$ cat src/rtl/wb_sram_loader_pkg.sv
// -----------------------------------------------------------------------------
// wb_sram_loader_pkg
// Shared definitions for the Wishbone SRAM loader bridge:
//   - region_t      : decode of wbs_adr_i[11:10] into the three macros + CTRL
//   - state_t       : loader FSM state encodings
//   - CTRL_HOLD_BIT : bit position of the hold flag in the CTRL register
//   - IDLE_*        : values driven onto a macro port when the loader is idle
//   - decode_region : helper that extracts the region field from a byte address
// -----------------------------------------------------------------------------
package wb_sram_loader_pkg;

    typedef enum logic [1:0] {
        REGION_IRAM_A = 2'b00,
        REGION_IRAM_B = 2'b01,
        REGION_DRAM   = 2'b10,
        REGION_CTRL   = 2'b11
    } region_t;

    typedef enum logic [2:0] {
        ST_IDLE = 3'd0,
        ST_WR   = 3'd1,
        ST_RD1  = 3'd2,
        ST_RD2  = 3'd3,
        ST_ACK  = 3'd4
    } state_t;

    localparam int          CTRL_HOLD_BIT = 0;

    localparam logic        IDLE_CSB   = 1'b1;
    localparam logic        IDLE_WEB   = 1'b1;
    localparam logic [3:0]  IDLE_WMASK = 4'h0;
    localparam logic [31:0] IDLE_DIN   = 32'h0;

    function automatic region_t decode_region(input logic [31:0] adr);
        return region_t'(adr[11:10]);
    endfunction

endpackage

$ cat src/rtl/wb_sram_loader_sram_port_mux.sv
// -----------------------------------------------------------------------------
// sram_port_mux
// Combinational select of one SRAM macro port 0 between the core and the
// Wishbone loader. While i_hold=1 the loader side drives the macro, otherwise
// the core side passes straight through.
//
// Ports:
//   i_hold                       : 1 = loader owns the port, 0 = core owns it
//   i_core_csb[NCS]/web/wmask/addr/din : core-side controls and data
//   i_ldr_csb[NCS]/web/wmask/addr/din  : loader-side controls and data
//   o_mac_csb[NCS]/web/wmask/addr/din  : signals to the macro(s)
// NCS is the number of chip selects sharing the remaining port signals
// (2 for the IRAM A/B pair, 1 for DRAM).
// -----------------------------------------------------------------------------
module sram_port_mux #(
    parameter int AW  = 8,
    parameter int NCS = 1
) (
    input  logic            i_hold,
    input  logic [NCS-1:0]  i_core_csb,
    input  logic            i_core_web,
    input  logic [3:0]      i_core_wmask,
    input  logic [AW-1:0]   i_core_addr,
    input  logic [31:0]     i_core_din,
    input  logic [NCS-1:0]  i_ldr_csb,
    input  logic            i_ldr_web,
    input  logic [3:0]      i_ldr_wmask,
    input  logic [AW-1:0]   i_ldr_addr,
    input  logic [31:0]     i_ldr_din,
    output logic [NCS-1:0]  o_mac_csb,
    output logic            o_mac_web,
    output logic [3:0]      o_mac_wmask,
    output logic [AW-1:0]   o_mac_addr,
    output logic [31:0]     o_mac_din
);

    genvar gi;
    generate
        for (gi = 0; gi < NCS; gi++) begin : g_csb
            assign o_mac_csb[gi] = i_hold ? i_ldr_csb[gi] : i_core_csb[gi];
        end
    endgenerate

    assign o_mac_web   = i_hold ? i_ldr_web   : i_core_web;
    assign o_mac_wmask = i_hold ? i_ldr_wmask : i_core_wmask;
    assign o_mac_addr  = i_hold ? i_ldr_addr  : i_core_addr;
    assign o_mac_din   = i_hold ? i_ldr_din   : i_core_din;

endmodule

$ cat src/rtl/wb_sram_loader.sv
// -----------------------------------------------------------------------------
// wb_sram_loader
// Wishbone classic slave that lets the management SoC preload the IRAM A/B and
// DRAM macros while the core is held. A CTRL register (bit0 = hold) selects
// who owns port 0 of every macro.
//
// Ports:
//   clk, rst_n                   : clock (also macro port 0 clock), async low reset
//   wbs_stb_i/cyc_i/we_i/sel_i/adr_i/dat_i : Wishbone request
//   wbs_ack_o, wbs_dat_o         : one-cycle ack, read data (held until next read ack)
//   core_hold_o                  : core stall, registered copy of the hold bit
//   c_iram_* / c_dram_*          : core-side macro controls; c_*dout0* = macro dout
//   m_iram_* / m_dram_*          : macro-side controls; m_*dout0* = macro read data
// Address map (inside BASE_ADR page): [11:10] selects IRAM_A/IRAM_B/DRAM/CTRL,
// [AW+1:2] is the macro word address.
// -----------------------------------------------------------------------------
module wb_sram_loader
    import wb_sram_loader_pkg::*;
#(
    parameter logic [19:0] BASE_ADR = 20'h30000,
    parameter int          AW       = 8,
    parameter logic        HOLD_RST = 1'b1
) (
    input  logic           clk,
    input  logic           rst_n,
    // Wishbone slave
    input  logic           wbs_stb_i,
    input  logic           wbs_cyc_i,
    input  logic           wbs_we_i,
    input  logic [3:0]     wbs_sel_i,
    input  logic [31:0]    wbs_adr_i,
    input  logic [31:0]    wbs_dat_i,
    output logic           wbs_ack_o,
    output logic [31:0]    wbs_dat_o,
    output logic           core_hold_o,
    // Core side
    input  logic           c_iram_csb0_A,
    input  logic           c_iram_csb0_B,
    input  logic           c_iram_web0,
    input  logic [3:0]     c_iram_wmask0,
    input  logic [AW-1:0]  c_iram_addr0,
    input  logic [31:0]    c_iram_din0,
    output logic [31:0]    c_iram_dout0_A,
    output logic [31:0]    c_iram_dout0_B,
    input  logic           c_dram_csb0,
    input  logic           c_dram_web0,
    input  logic [3:0]     c_dram_wmask0,
    input  logic [AW-1:0]  c_dram_addr0,
    input  logic [31:0]    c_dram_din0,
    output logic [31:0]    c_dram_dout0,
    // Macro side
    output logic           m_iram_csb0_A,
    output logic           m_iram_csb0_B,
    output logic           m_iram_web0,
    output logic [3:0]     m_iram_wmask0,
    output logic [AW-1:0]  m_iram_addr0,
    output logic [31:0]    m_iram_din0,
    input  logic [31:0]    m_iram_dout0_A,
    input  logic [31:0]    m_iram_dout0_B,
    output logic           m_dram_csb0,
    output logic           m_dram_web0,
    output logic [3:0]     m_dram_wmask0,
    output logic [AW-1:0]  m_dram_addr0,
    output logic [31:0]    m_dram_din0,
    input  logic [31:0]    m_dram_dout0
);

    // -------------------------------------------------------------------------
    // Registers and wires
    // -------------------------------------------------------------------------
    state_t         r_state;
    state_t         w_state_next;
    logic           r_hold;
    region_t        r_region;
    logic           r_we;
    logic [AW-1:0]  r_addr;
    logic [31:0]    r_wdata;
    logic [3:0]     r_sel;
    logic [31:0]    r_rdata;

    logic           w_hit;
    logic           w_accept;
    region_t        w_region;
    logic [31:0]    w_ctrl_rd;
    logic [31:0]    w_sel_dout;
    logic           w_ack;
    logic           w_unused;

    logic [1:0]     w_ldr_iram_csb;   // [1] = B, [0] = A
    logic           w_ldr_iram_web;
    logic [3:0]     w_ldr_iram_wmask;
    logic [AW-1:0]  w_ldr_iram_addr;
    logic [31:0]    w_ldr_iram_din;
    logic [0:0]     w_ldr_dram_csb;
    logic           w_ldr_dram_web;
    logic [3:0]     w_ldr_dram_wmask;
    logic [AW-1:0]  w_ldr_dram_addr;
    logic [31:0]    w_ldr_dram_din;
    logic [1:0]     w_m_iram_csb;
    logic [0:0]     w_m_dram_csb;

    // Byte-offset bits carry no meaning for word-wide macros.
    assign w_unused = ^wbs_adr_i[1:0];

    // -------------------------------------------------------------------------
    // Decode
    // -------------------------------------------------------------------------
    assign w_hit    = wbs_stb_i & wbs_cyc_i & (wbs_adr_i[31:12] == BASE_ADR);
    // Requests are only taken in IDLE; in ACK the master still has stb up.
    assign w_accept = (r_state == ST_IDLE) & w_hit;
    assign w_region = decode_region(wbs_adr_i);

    always_comb begin
        w_ctrl_rd                = '0;
        w_ctrl_rd[CTRL_HOLD_BIT] = r_hold;
    end

    always_comb begin
        unique case (r_region)
            REGION_IRAM_A: w_sel_dout = m_iram_dout0_A;
            REGION_IRAM_B: w_sel_dout = m_iram_dout0_B;
            REGION_DRAM:   w_sel_dout = m_dram_dout0;
            default:       w_sel_dout = 32'h0;
        endcase
    end

    // -------------------------------------------------------------------------
    // FSM: state register
    // -------------------------------------------------------------------------
    always_ff @(posedge clk or negedge rst_n) begin
        if (!rst_n) begin
            r_state <= ST_IDLE;
        end else begin
            r_state <= w_state_next;
        end
    end

    // -------------------------------------------------------------------------
    // FSM: next state
    // -------------------------------------------------------------------------
    always_comb begin
        w_state_next = r_state;
        unique case (r_state)
            ST_IDLE: begin
                if (w_accept) begin
                    if ((w_region == REGION_CTRL) || !r_hold) begin
                        w_state_next = ST_ACK;
                    end else if (wbs_we_i) begin
                        w_state_next = ST_WR;
                    end else begin
                        w_state_next = ST_RD1;
                    end
                end
            end
            ST_WR:   w_state_next = ST_ACK;
            ST_RD1:  w_state_next = ST_RD2;
            ST_RD2:  w_state_next = ST_ACK;
            ST_ACK:  w_state_next = ST_IDLE;
            default: w_state_next = ST_IDLE;
        endcase
    end

    // -------------------------------------------------------------------------
    // FSM: outputs (loader-side macro drive and ack)
    // -------------------------------------------------------------------------
    always_comb begin
        w_ldr_iram_csb   = {IDLE_CSB, IDLE_CSB};
        w_ldr_iram_web   = IDLE_WEB;
        w_ldr_iram_wmask = IDLE_WMASK;
        w_ldr_iram_addr  = '0;
        w_ldr_iram_din   = IDLE_DIN;
        w_ldr_dram_csb   = IDLE_CSB;
        w_ldr_dram_web   = IDLE_WEB;
        w_ldr_dram_wmask = IDLE_WMASK;
        w_ldr_dram_addr  = '0;
        w_ldr_dram_din   = IDLE_DIN;
        w_ack            = 1'b0;
        unique case (r_state)
            ST_WR, ST_RD1: begin
                unique case (r_region)
                    REGION_IRAM_A, REGION_IRAM_B: begin
                        // A and B share every port signal except chip select.
                        if (r_region == REGION_IRAM_A) begin
                            w_ldr_iram_csb[0] = 1'b0;
                        end else begin
                            w_ldr_iram_csb[1] = 1'b0;
                        end
                        w_ldr_iram_addr = r_addr;
                        if (r_state == ST_WR) begin
                            w_ldr_iram_web   = 1'b0;
                            w_ldr_iram_wmask = r_sel;
                            w_ldr_iram_din   = r_wdata;
                        end
                    end
                    REGION_DRAM: begin
                        w_ldr_dram_csb  = 1'b0;
                        w_ldr_dram_addr = r_addr;
                        if (r_state == ST_WR) begin
                            w_ldr_dram_web   = 1'b0;
                            w_ldr_dram_wmask = r_sel;
                            w_ldr_dram_din   = r_wdata;
                        end
                    end
                    default: ;
                endcase
            end
            ST_ACK:  w_ack = 1'b1;
            default: ;
        endcase
    end

    // -------------------------------------------------------------------------
    // Request capture
    // -------------------------------------------------------------------------
    always_ff @(posedge clk or negedge rst_n) begin
        if (!rst_n) begin
            r_region <= REGION_IRAM_A;
            r_we     <= 1'b0;
            r_addr   <= '0;
            r_wdata  <= '0;
            r_sel    <= '0;
        end else if (w_accept) begin
            r_region <= w_region;
            r_we     <= wbs_we_i;
            r_addr   <= wbs_adr_i[AW+1:2];
            r_wdata  <= wbs_dat_i;
            r_sel    <= wbs_sel_i;
        end
    end

    // -------------------------------------------------------------------------
    // Hold bit: updated at the end of the ACK cycle so an in-flight SRAM access
    // never sees a hold change, and the core sees it the cycle after ack.
    // -------------------------------------------------------------------------
    always_ff @(posedge clk or negedge rst_n) begin
        if (!rst_n) begin
            r_hold <= HOLD_RST;
        end else if ((r_state == ST_ACK) && (r_region == REGION_CTRL) && r_we && r_sel[0]) begin
            r_hold <= r_wdata[CTRL_HOLD_BIT];
        end
    end

    // -------------------------------------------------------------------------
    // Read data: changes only on reads, so write acks leave it untouched.
    // CTRL and hold=0 reads are resolved at accept; SRAM reads at end of RD2.
    // -------------------------------------------------------------------------
    always_ff @(posedge clk or negedge rst_n) begin
        if (!rst_n) begin
            r_rdata <= '0;
        end else if (w_accept && !wbs_we_i) begin
            if (w_region == REGION_CTRL) begin
                r_rdata <= w_ctrl_rd;
            end else if (!r_hold) begin
                r_rdata <= 32'h0;
            end
        end else if (r_state == ST_RD2) begin
            r_rdata <= w_sel_dout;
        end
    end

    assign wbs_ack_o   = w_ack;
    assign wbs_dat_o   = r_rdata;
    assign core_hold_o = r_hold;

    // -------------------------------------------------------------------------
    // Port muxes
    // -------------------------------------------------------------------------
    sram_port_mux #(
        .AW  (AW),
        .NCS (2)
    ) u_iram_mux (
        .i_hold       (r_hold),
        .i_core_csb   ({c_iram_csb0_B, c_iram_csb0_A}),
        .i_core_web   (c_iram_web0),
        .i_core_wmask (c_iram_wmask0),
        .i_core_addr  (c_iram_addr0),
        .i_core_din   (c_iram_din0),
        .i_ldr_csb    (w_ldr_iram_csb),
        .i_ldr_web    (w_ldr_iram_web),
        .i_ldr_wmask  (w_ldr_iram_wmask),
        .i_ldr_addr   (w_ldr_iram_addr),
        .i_ldr_din    (w_ldr_iram_din),
        .o_mac_csb    (w_m_iram_csb),
        .o_mac_web    (m_iram_web0),
        .o_mac_wmask  (m_iram_wmask0),
        .o_mac_addr   (m_iram_addr0),
        .o_mac_din    (m_iram_din0)
    );

    sram_port_mux #(
        .AW  (AW),
        .NCS (1)
    ) u_dram_mux (
        .i_hold       (r_hold),
        .i_core_csb   (c_dram_csb0),
        .i_core_web   (c_dram_web0),
        .i_core_wmask (c_dram_wmask0),
        .i_core_addr  (c_dram_addr0),
        .i_core_din   (c_dram_din0),
        .i_ldr_csb    (w_ldr_dram_csb),
        .i_ldr_web    (w_ldr_dram_web),
        .i_ldr_wmask  (w_ldr_dram_wmask),
        .i_ldr_addr   (w_ldr_dram_addr),
        .i_ldr_din    (w_ldr_dram_din),
        .o_mac_csb    (w_m_dram_csb),
        .o_mac_web    (m_dram_web0),
        .o_mac_wmask  (m_dram_wmask0),
        .o_mac_addr   (m_dram_addr0),
        .o_mac_din    (m_dram_din0)
    );

    assign m_iram_csb0_A = w_m_iram_csb[0];
    assign m_iram_csb0_B = w_m_iram_csb[1];
    assign m_dram_csb0   = w_m_dram_csb[0];

    // Macro read data always reaches the core, whoever owns the port.
    assign c_iram_dout0_A = m_iram_dout0_A;
    assign c_iram_dout0_B = m_iram_dout0_B;
    assign c_dram_dout0   = m_dram_dout0;

endmodule
$ cat config.mk
export PLATFORM = sky130hd
export DESIGN_NAME = wb_sram_loader
export DESIGN_NICKNAME = d
export VERILOG_FILES = /design/src/rtl/wb_sram_loader_pkg.sv /design/src/rtl/wb_sram_loader_sram_port_mux.sv /design/src/rtl/wb_sram_loader.sv
export SDC_FILE = /design/constraint.sdc
export NUM_CORES = 1
export LEC_CHECK = 0
export ABC_AREA = 1
export CORE_AREA = 4 4 184 186
export CTS_CLUSTER_DIAMETER = 40
export CTS_CLUSTER_SIZE = 40
export DETAILED_ROUTE_END_ITERATION = 7
export DIE_AREA = 0 0 188 190
export PLACE_DENSITY = 0.62
export SLEW_MARGIN = 15
export SYNTH_ARGS = -nofsm -noshare
export SYNTH_HDL_FRONTEND = slang
export SYNTH_SLANG_ARGS = --single-unit
export TNS_END_PERCENT = 20
$ cat constraint.sdc
create_clock -name clk -period 3.2 [get_ports clk]
set_input_delay 0.48 -clock clk [delete_from_list [all_inputs] [get_ports clk]]
set_output_delay 0.48 -clock clk [all_outputs]
set_load 0.01 [all_outputs]
==> impl.org, run 1 <==
** Outcome
- Status :: finished, final reports clean

** Global route
- Antenna violations before repair :: 2
- Summed over all layers, the global routing overflow is 0.
- First-pass GRT wire length :: 42,700 microns
- Number of global-route vias before repair :: 7,453
- Global routing used between 10% and 20% of the available tracks.
- Global-route track usage on met2 :: between 20 and 30%
- Met3 track utilization from global routing :: 4.06%
- In this run the most used layer during global routing was met2.
- Global routing used between 15 and 20% of the available met1 tracks.
- Maximum number of pins on one net before global-route repair :: 90

** Setup path
- STA classifies the critical path endpoint as an output pin.
- Critical path peak fanout :: 18
- Critical path capture point :: m_iram_din0[22]
- The number of cells on the worst reg-to-reg path is 9.
- Setup slack on the worst reg-to-reg path comes out at around 1300 ps.
- Tracing the worst setup path back leads to its startpoint at core_hold_o.
- The worst register-to-register path begins at r_region[1].
- Data arrival, critical path :: between 2000 and 3000 ps
- Terminus of the critical flop-to-flop path :: wbs_dat_o[9]
- The setup path with the least slack is of type flip-flop to output pin.
- The worst setup path is launched from a flip-flop.
- STA puts the critical path data required time at roughly 2700 ps.

** Placement
- Dpl hpwl :: about 23,000 microns
- Number of port buffers :: a little under 500
- Routability cong. :: roughly 0.85
- Placed Cells incl. Taps :: approximately 1,700

** Layout
- The library cells used most frequently in the layout, excluding fill and tap cells, are 481 x clkdlybuf4s50_1, 370 x nand2_1, 92 x o21ai_0, 82 x dfrtp_1, 69 x nand3_1.
- Compared with the post-synthesis result, the final layout area differs by 79.9%.
- In the final layout, the share of cells above drive strength 1 is approximately 5.4%.
- The number of antenna diodes in the final layout is 0.
- The net count of the finished layout is approximately 1,600.
- Most common library cell in the layout ignoring fill and taps :: clkdlybuf4s50_1
- Post-Layout Cell Count :: 1,747
- Layout filler cell count :: about 3,400

** Synth
- Portion of synthesized cell area occupied by the leading cell type :: between 30% and 40%
- The synthesized design contains 83 register bits.
- For this run, asynchronously set or reset flops after synthesis account for 100%.
- Count of different cell masters after synthesis :: 28
- Number of warnings reported in the yosys synthesis log :: 0
- Library cell with the largest summed area after synthesis :: dfrtp_1
- Summing every instance area after synthesis gives slightly above 6000 sq um.
- Synthesis produced ~940 cells.
- The number of nets in the synthesized netlist is approximately 1,200.
- By area the synthesized netlist is led by dfrtp_1 33%, nand2_1 23%, buf_4 12%, o21ai_0 7.5%, nand3_1 5.6%.
- Synthesized area per cell :: between 6 and 7 sq um
- The synthesized design contains 0 enable-type register cells.
- After synthesis, flip-flops and latches occupy approximately a third of the total area.
- Synth Flop Type :: dfrtp_1

** Floorplanning
- Core box area :: around 32,000 sq um
- For this configuration, the core starts out at a cell density of roughly a fifth.
- In this run the vertical extent of the chip is 190 microns.
- Total die area :: between 30,000 and 40,000 sq um
- The die is about 190 microns wide.
- Top-Level Pins :: about 490
- Rows :: 66

** Route
- WL/cell :: 16.5 microns
- Routed vias/inst :: 4.21
- The routed design has 28,900 microns of wire.
- Via count :: ~7,400
- Remaining DRCs :: 0
- Initial DRT Pass Iterations :: 4
- Violation count after the first detailed-route iteration :: 225
- In this run the remaining antenna-violating nets after routing total 0.

** CTS
- The clock passes through at most 2 buffers.
- Root buffer cell :: clkbuf_16
- Buffers inserted during clock tree synthesis total 9.
- Clock-pin slew was measured on the worst setup and hold paths at 70 ps.
- H-tree depth :: 3
- CTS tree :: yes
- Clock insertion delay at the later pin of the skew report :: around 340 ps
- The tree built by TritonCTS fans out to 83 sinks.
- Buffers inserted to repair hold after CTS numbered 0.

** Power
- Dividing total power by cell area gives a power density of between 200 and 300 nW/um^2.
- The worst-case IR drop observed on VDD is 0.202 mV.
- Total leakage power :: roughly 5 nW

** Timing
- Sum of negative setup slack :: 0 ps
- Count of final hold-check violations :: 0
- Count of final setup violators :: 0
- The max-slew violation total from the final report came to 0.
- The clock arrives with between 6 and 7 ps of skew.
- For the finished layout, the period the worst path requires is ~3200 ps.
- Setup repair after global routing could not meet its margin everywhere.
- For the pin with the worst max-slew slack, the measured transition is between 800 and 900 ps.
- The worst pin sits at a relative slew slack of 40.1%.
- Derived from the worst setup path, the maximum achievable clock frequency is around 320 MHz.
- Share of the clock period used by the worst path after layout :: about 99%

** Flow run
- Max capacitance violation total :: 0

** Hold path
- Classification of the worst-slack hold path :: primary input to async pin
report_power, final:
part | internal (W) | switching, W | leakage (nW)
clock network | 0.000846 | 0.000455 | 0.177
registers | 0.00105 | 0.00000000602 | 1.10
logic | 0.000509 | 0.000259 | 3.74
sequential cells by signal (all words and copies together) (netlist names):
name	cells
r_wdata	32
wbs_dat_o	32
r_addr	8
r_sel	4
r_state	3
r_region	2
core_hold_o	1
r_we	1
logic make-up (layout without fill, tap and decap cells):
logic type / count (synthesis) / count (layout) / synth area share, %
and+or+nand+nor: 525 / 525 / 35.8
buffers and inverters: 190 / 556 / 18.4
AOI/OAI and AO/OA: 141 / 141 / 12.1
DFF: 83 / 83 / 33.7
metrics by stage:
stage / instance area [sq um] / hold slack (ps) / power [W] / utilization (%) / setup slack [ps]
2_1_floorplan: 6160 / 184 / 0.00129 / - / 1130
3_3_place_gp: 10700 / 429 / 0.00184 / 33.1 / 423
3_5_place_dp: 10700 / 433 / 0.00184 / 33.1 / 405
4_1_cts: 11100 / 51.6 / 0.00318 / 34.3 / 22.5
5_1_grt: 11100 / 62.0 / 0.00328 / 34.3 / -101
6_report: 11100 / 47.9 / 0.00312 / 34.3 / 31.1
worst min-delay path by stage:
stage | to | slack, ps | depth (start not counted)
3_3_place_gp | r_addr[0] | 430 | 1
3_5_place_dp | r_addr[3] | 430 | 1
6_report | r_addr[0] | 50 | 1
5_1_grt | r_addr[3] | 60 | 1
2_1_floorplan | r_addr[0] | 180 | 0
4_1_cts | r_addr[3] | 50 | 1
cells in the mapped netlist, types with 8 or more instances:
| cell type | count |
|---|---|
| dfrtp_1 | 82 |
| a21oi_1 | 38 |
| buf_2 | 21 |
| nand3_1 | 69 |
| nand2_1 | 370 |
| a32o_1 | 8 |
| o21ai_0 | 92 |
| nand2_2 | 11 |
| nor2_1 | 59 |
| inv_1 | 28 |
| buf_4 | 98 |
| clkbuf_1 | 29 |
| inv_2 | 11 |
per-layer routing:
layer	share of wire (%)	wire, microns
met1	41	11700
met2	49	14200
met3	7.6	2200
met4	2.5	713
met5	0.052	15
critical path: stages (launching register included):
cell and delay (ps):
dfstp_2 540, inv_2 50, nor2_4 360, clkinvlp_4 500, o21ai_0 310, clkdlybuf4s50_1 570
area by class of cell:
cell class                      instances  area [sq um]  share of cell area (%)
Multi-Input combinational cell        666          2950                    26.6
Timing Repair inverter                  1          7.51                  0.0677
Tap cell                              442           553                    4.99
Timing Repair Buffer                  500          4980                    44.9
Clock inverter                          6           138                    1.24
Sequential cell                        83          2080                    18.7
Inverter                               39           150                    1.35
Clock buffer                           10           229                    2.07
repair_timing:
action	CTS	global route
resized for setup	0	2
setup endpoints to repair	0	36
buffers inserted	0	1
Note: power is estimated with default switching activity, not from simulation.
==> inputs of run 2 (changes only) <==
- CAP_MARGIN: not set -> 20
==> results of run 2 <==
No change in the layout: final DEF, timing and power equal those of run 1.
